`config.mk`:
```
export PLATFORM = sky130hd
export DESIGN_NAME = simon_core
export DESIGN_NICKNAME = d
export VERILOG_FILES = /design/src/rtl/simon_core.sv
export SDC_FILE = /design/constraint.sdc
export NUM_CORES = 1
export LEC_CHECK = 0
export CAP_MARGIN = 10
export CORE_MARGIN = 2
export CORE_UTILIZATION = 45
export DETAILED_ROUTE_END_ITERATION = 8
export PLACE_DENSITY = 0.71
export SLEW_MARGIN = 10
export SYNTH_ARGS = -nofsm -noshare
export SYNTH_HDL_FRONTEND = slang
export SYNTH_SLANG_ARGS = --single-unit
```
`constraint.sdc`:
```
create_clock -name clk -period 3.3 [get_ports clk]
set_input_delay 0.66 -clock clk [delete_from_list [all_inputs] [get_ports clk]]
set_output_delay 0.66 -clock clk [all_outputs]
set_load 0.02 [all_outputs]
```
`src/rtl/simon_core.sv`:
```
// simon_core: memory-game sequencer. It shows a growing random button sequence and then checks the player's replay.
// Defining SIMON_HISCORE_EN adds a high-score register and drives the hs flag; otherwise hs is tied to 0.
module simon_core #(
    parameter int  NUM_BUTTONS   = 4,
    parameter int  DEPTH         = 16,
    parameter int  ON_TICKS      = 2,
    parameter int  TIMEOUT_TICKS = 8,
    localparam int BW = (NUM_BUTTONS > 2) ? $clog2(NUM_BUTTONS) : 1,
    localparam int LW = $clog2(DEPTH + 1)
) (
    input  logic          clk,
    input  logic          rst_n,
    input  logic [BW-1:0] in_code,
    input  logic          in_valid,
    input  logic [BW-1:0] rand_num,
    input  logic          tick,
    input  logic          start,
    output logic [BW-1:0] out_code,
    output logic          out_ena,
    output logic          win,
    output logic          lose,
    output logic          hs,
    output logic [LW-1:0] level
);
    localparam int            AW       = (DEPTH > 2) ? $clog2(DEPTH) : 1;
    localparam int            CMAX     = (ON_TICKS > TIMEOUT_TICKS) ? ON_TICKS : TIMEOUT_TICKS;
    localparam int            TW       = $clog2(CMAX + 1);
    localparam logic [BW:0]   NB_W     = (BW + 1)'(NUM_BUTTONS);
    localparam logic [LW-1:0] DEPTH_L  = LW'(DEPTH);
    localparam logic [TW-1:0] ON_LAST  = TW'(ON_TICKS - 1);
    localparam logic [TW-1:0] TMO_LAST = TW'(TIMEOUT_TICKS - 1);

    typedef enum logic [2:0] {
        S_IDLE, S_GEN, S_SHOW_ON, S_SHOW_OFF, S_WAIT_IN, S_WIN, S_LOSE
    } state_t;

    state_t        state_q, state_d;
    logic [LW-1:0] level_q, level_d;
    logic [LW-1:0] idx_q, idx_d;
    logic [TW-1:0] cnt_q, cnt_d;
    logic          mem_we;
    logic [BW-1:0] rand_red;
    logic [BW-1:0] cur_item;
    logic          code_ok;
    logic [BW-1:0] mem_q [DEPTH];

    // rand_num spans fewer than 2*NUM_BUTTONS values, so one subtraction folds it into range
    always_comb begin
        rand_red = rand_num;
        if ({1'b0, rand_num} >= NB_W) rand_red = rand_num - NB_W[BW-1:0];
    end

    assign cur_item = mem_q[idx_q[AW-1:0]];
    assign code_ok  = ({1'b0, in_code} < NB_W) && (in_code == cur_item);

    always_comb begin
        state_d = state_q;
        level_d = level_q;
        idx_d   = idx_q;
        cnt_d   = cnt_q;
        mem_we  = 1'b0;
        unique case (state_q)
            S_IDLE, S_WIN, S_LOSE: begin
                if (start) begin
                    level_d = '0;
                    state_d = S_GEN;
                end
            end
            S_GEN: begin
                mem_we  = 1'b1;
                level_d = level_q + LW'(1);
                idx_d   = '0;
                cnt_d   = '0;
                state_d = S_SHOW_OFF;
            end
            S_SHOW_OFF: begin
                if (tick) begin
                    cnt_d = '0;
                    if (idx_q < level_q) begin
                        state_d = S_SHOW_ON;
                    end else begin
                        idx_d   = '0;
                        state_d = S_WAIT_IN;
                    end
                end
            end
            S_SHOW_ON: begin
                if (tick) begin
                    if (cnt_q == ON_LAST) begin
                        cnt_d   = '0;
                        idx_d   = idx_q + LW'(1);
                        state_d = S_SHOW_OFF;
                    end else begin
                        cnt_d = cnt_q + TW'(1);
                    end
                end
            end
            S_WAIT_IN: begin
                // a press in the same cycle as a tick wins; that tick is not counted
                if (in_valid) begin
                    if (!code_ok) begin
                        state_d = S_LOSE;
                    end else if (idx_q == level_q - LW'(1)) begin
                        state_d = (level_q == DEPTH_L) ? S_WIN : S_GEN;
                    end else begin
                        idx_d = idx_q + LW'(1);
                        cnt_d = '0;
                    end
                end else if (tick) begin
                    if (cnt_q == TMO_LAST) state_d = S_LOSE;
                    else cnt_d = cnt_q + TW'(1);
                end
            end
            default: state_d = S_IDLE;
        endcase
    end

    always_ff @(posedge clk or negedge rst_n) begin
        if (!rst_n) begin
            state_q <= S_IDLE;
            level_q <= '0;
            idx_q   <= '0;
            cnt_q   <= '0;
        end else begin
            state_q <= state_d;
            level_q <= level_d;
            idx_q   <= idx_d;
            cnt_q   <= cnt_d;
        end
    end

    // sequence storage is abandoned rather than cleared on reset
    always_ff @(posedge clk) begin
        if (mem_we) mem_q[level_q[AW-1:0]] <= rand_red;
    end

    assign out_ena  = (state_q == S_SHOW_ON);
    assign out_code = out_ena ? cur_item : '0;
    assign win      = (state_q == S_WIN);
    assign lose     = (state_q == S_LOSE);
    assign level    = level_q;

`ifdef SIMON_HISCORE_EN
    logic [LW-1:0] hi_q, hi_d, score;
    logic          hs_q, hs_d;
    logic          start_acc, result_entry;

    assign start_acc    = start && (state_q inside {S_IDLE, S_WIN, S_LOSE});
    assign result_entry = (state_q == S_WAIT_IN) && (state_d inside {S_WIN, S_LOSE});

    always_comb begin
        hi_d  = hi_q;
        hs_d  = hs_q;
        score = (state_d == S_WIN) ? DEPTH_L : level_q - LW'(1);
        if (start_acc) hs_d = 1'b0;
        if (result_entry && (score > hi_q)) begin
            hi_d = score;
            hs_d = 1'b1;
        end
    end

    always_ff @(posedge clk or negedge rst_n) begin
        if (!rst_n) begin
            hi_q <= '0;
            hs_q <= 1'b0;
        end else begin
            hi_q <= hi_d;
            hs_q <= hs_d;
        end
    end

    assign hs = hs_q;
`else
    assign hs = 1'b0;
`endif

endmodule

```
==> metrics <==
status finished clean; final setup fails 0; I/O pin cnt 20; post-synth net total about 290; max_cap viols 0; gr usage total between 15 and 20%; skew final 0.005852 ns; Peak VDD IR 0.3823 mV; DRC violations left 0; commonest cells after routing, fill and taps aside edfxtp_1, nor2_1, clkdlybuf4s50_1; pre-CTS setup slack 0.3306 ns; Die Span X 85.93 um; post-route setup TNS 0 ns; clk buf depth 2; sequential area share after synthesis between 40% and 50%; vias per inst 5.920; min setup slack post-route around 0.18 ns; worst reg2reg setup slack approximately 0.87 ns; hold path depth 1; Final Max Slew Viols 0; Synth cell types 65; GP Congestion 0.8705; commonest non-fill, non-tap cell in the layout edfxtp_1; Core Region between 0.006 and 0.007 mm2; H-tree depth 2; area of the mapped netlist ~0.003 mm2; die area around 0.0074 mm2; CTS tree done; DRT iter0 DRCs 138; worst setup path startpoint idx_q[1]; clk_lat worst skew a little over 0.3 ns; HP Start cnt_q[0]; ys flop type edfxtp_1; ys async rst share 34.69%; Slew @ Worst Pin 0.7996 ns; WL/cell about 17 um; first-pass GRT wire length slightly above 10 mm; nets around 310; Die Y roughly 86 um; clock-pin slew on the worst setup and hold paths 0.10 ns; Min Clock Period, post-route a little over 3 ns; RSZ-0062 raised after global routing no; fin area about 0.0033 mm2; critical path endpoint category output port; CP arrival around 2.5 ns; CP startpoint kind register; number of global-route vias before repair around 2100; Max FO, Critical Path 12; GRT overflow 0; Slew Limit Headroom between 40% and 50%; Syn. warnings 0; number of detailed-route iterations in the first pass 4; row count 29; worst r2r dst idx_q[2]; P&R area growth vs syn 10.52%; DRT Wirelength around 6.3 mm; worst-case reg-to-reg path depth 8; layout cells sized above 1 15.73%; ant diodes 0; min-delay worst type reg2reg; Port-buffer cells 18; Hold Crit Endpoint cnt_q[0]; Vias roughly 2100; initial antenna violation count 0; Setup Crit Path Kind reg2out; WHS between 0.5 and 0.6 ns; Post-Syn Area per Cell around 11 um2; number of enable flip-flop cells after synthesis 32; Post-CTS Hold Fix Bufs 0; Root Buffer clkbuf_8; clk sinks slightly below 50; CTS buffer count 5; Tcrit/Tclk final 94.40%; Fin. Hold Viols 0; dpl cell area 0.003211 mm2; cell leakage power around 1.2 nW; Initial Utilization 47.03%; CP Data Required Time between 2 and 3 ns; hpwl dp around 4.7 mm; Power Density 739.8 mW/mm2; Routed Antenna Nets 0; register bit total from synthesis between 40 and 50; Post-Syn Instances between 200 and 300; Total Power approximately 2.5 mW; RR Startpoint level[0]; Max Fclk between 0.3 and 0.4 GHz; largest net degree at the start of global routing 22
-- cell type report --
| cell class | count | area, um2 |
|---|---|---|
| Inverter | 14 | 52.55 |
| Sequential cell | 49 | 1388 |
| Multi-Input combinational cell | 193 | 1473 |
| Clock inverter | 3 | 50.05 |
| Tap cell | 77 | 96.34 |
| Fill cell | 553 | 3084 |
| Clock buffer | 5 | 68.82 |
| Timing Repair Buffer | 22 | 210.2 |
-- layer usage --
metal	track usage (%)	part of all wire, %	vias to the layer above	routed length (um)
met1	25.97	49	1058	3086
met4	5.195	1.2	0	76
met5	0	0	-	0
li1	-	-	1030	-
met3	2.984	3.6	7	229
met2	28.05	46	54	2929
-- power breakdown --
part	switching, mW	leakage (nW)	internal (mW)	total [mW]
Combinational	0.622	0.668	0.540	1.16
Clock	0.218	0.0603	0.232	0.450
Sequential	0.133	0.511	0.724	0.858
Total	0.973	1.24	1.50	2.47
-- stage by stage --
step	utilization, %	cells
2_1_floorplan	-	269
3_5_place_dp	49.99	354
3_3_place_gp	49.99	354
6_report	51.98	363
5_1_grt	51.98	363
4_1_cts	51.86	362
-- flip-flops by register name, indices dropped and copies added (netlist names) --
| name | count |
|---|---|
| state_q | 3 |
| idx_q | 5 |
| cnt_q | 4 |
| mem_q | 32 |
| level | 5 |
-- cell usage after synthesis (all sizes together) (3+ instances only) --
cell type | number | area share, %
nand2 | 15 | 1.9
nand3 | 7 | 1.7
mux4 | 4 | 3.2
edfxtp | 32 | 32
nor3 | 16 | 2.8
nand4 | 3 | 0.62
buf | 7 | 2.5
dfrtp | 17 | 14
ha | 13 | 5.4
a22o | 5 | 1.5
xnor2 | 8 | 2.3
inv | 13 | 1.6
mux2i | 5 | 1.7
mux2 | 12 | 5.1
o31ai | 3 | 0.75
nor2 | 30 | 3.7
or3 | 5 | 1.1
a21oi | 9 | 1.5
o22ai | 7 | 1.9
o21ai | 7 | 1.2
a21o | 4 | 0.99
nand2b | 4 | 0.83
clkbuf | 6 | 1.1
-- worst max-delay path, cell delays in order (launching register included) --
cell             delay (ns)
dfrtp_1                0.65
mux4_2                 0.43
mux2_2                 0.28
a21oi_1                0.17
nor3_1                 0.07
clkdlybuf4s50_1        0.54
-- cells by family after synthesis --
kind of cell,after synthesis,synth area share (%)
simple gates,101,18.97
buf+inv,27,5.344
flops,49,45.90
xor+xnor,9,2.610
compound gates,48,11.68
fa+ha+maj,13,5.385
other cells,1,0.1242
mux,21,9.983
-- worst max-delay path by stage --
stage                        endpoint  depth (start not counted)
after detailed placement  out_code[0]                          5
final                     out_code[0]                          5
after floorplan              idx_q[0]                          9
after global placement    out_code[0]                          5
after CTS                 out_code[0]                          5
after global routing      out_code[0]                          5
-- what timing repair did --
action	in CTS	in global routing
endpoints found under the setup margin	2	1
buffers inserted	0	1
hold endpoints to repair	0	0
gates resized for setup	1	0
No activity file was read; power rests on OpenSTA's default activity.
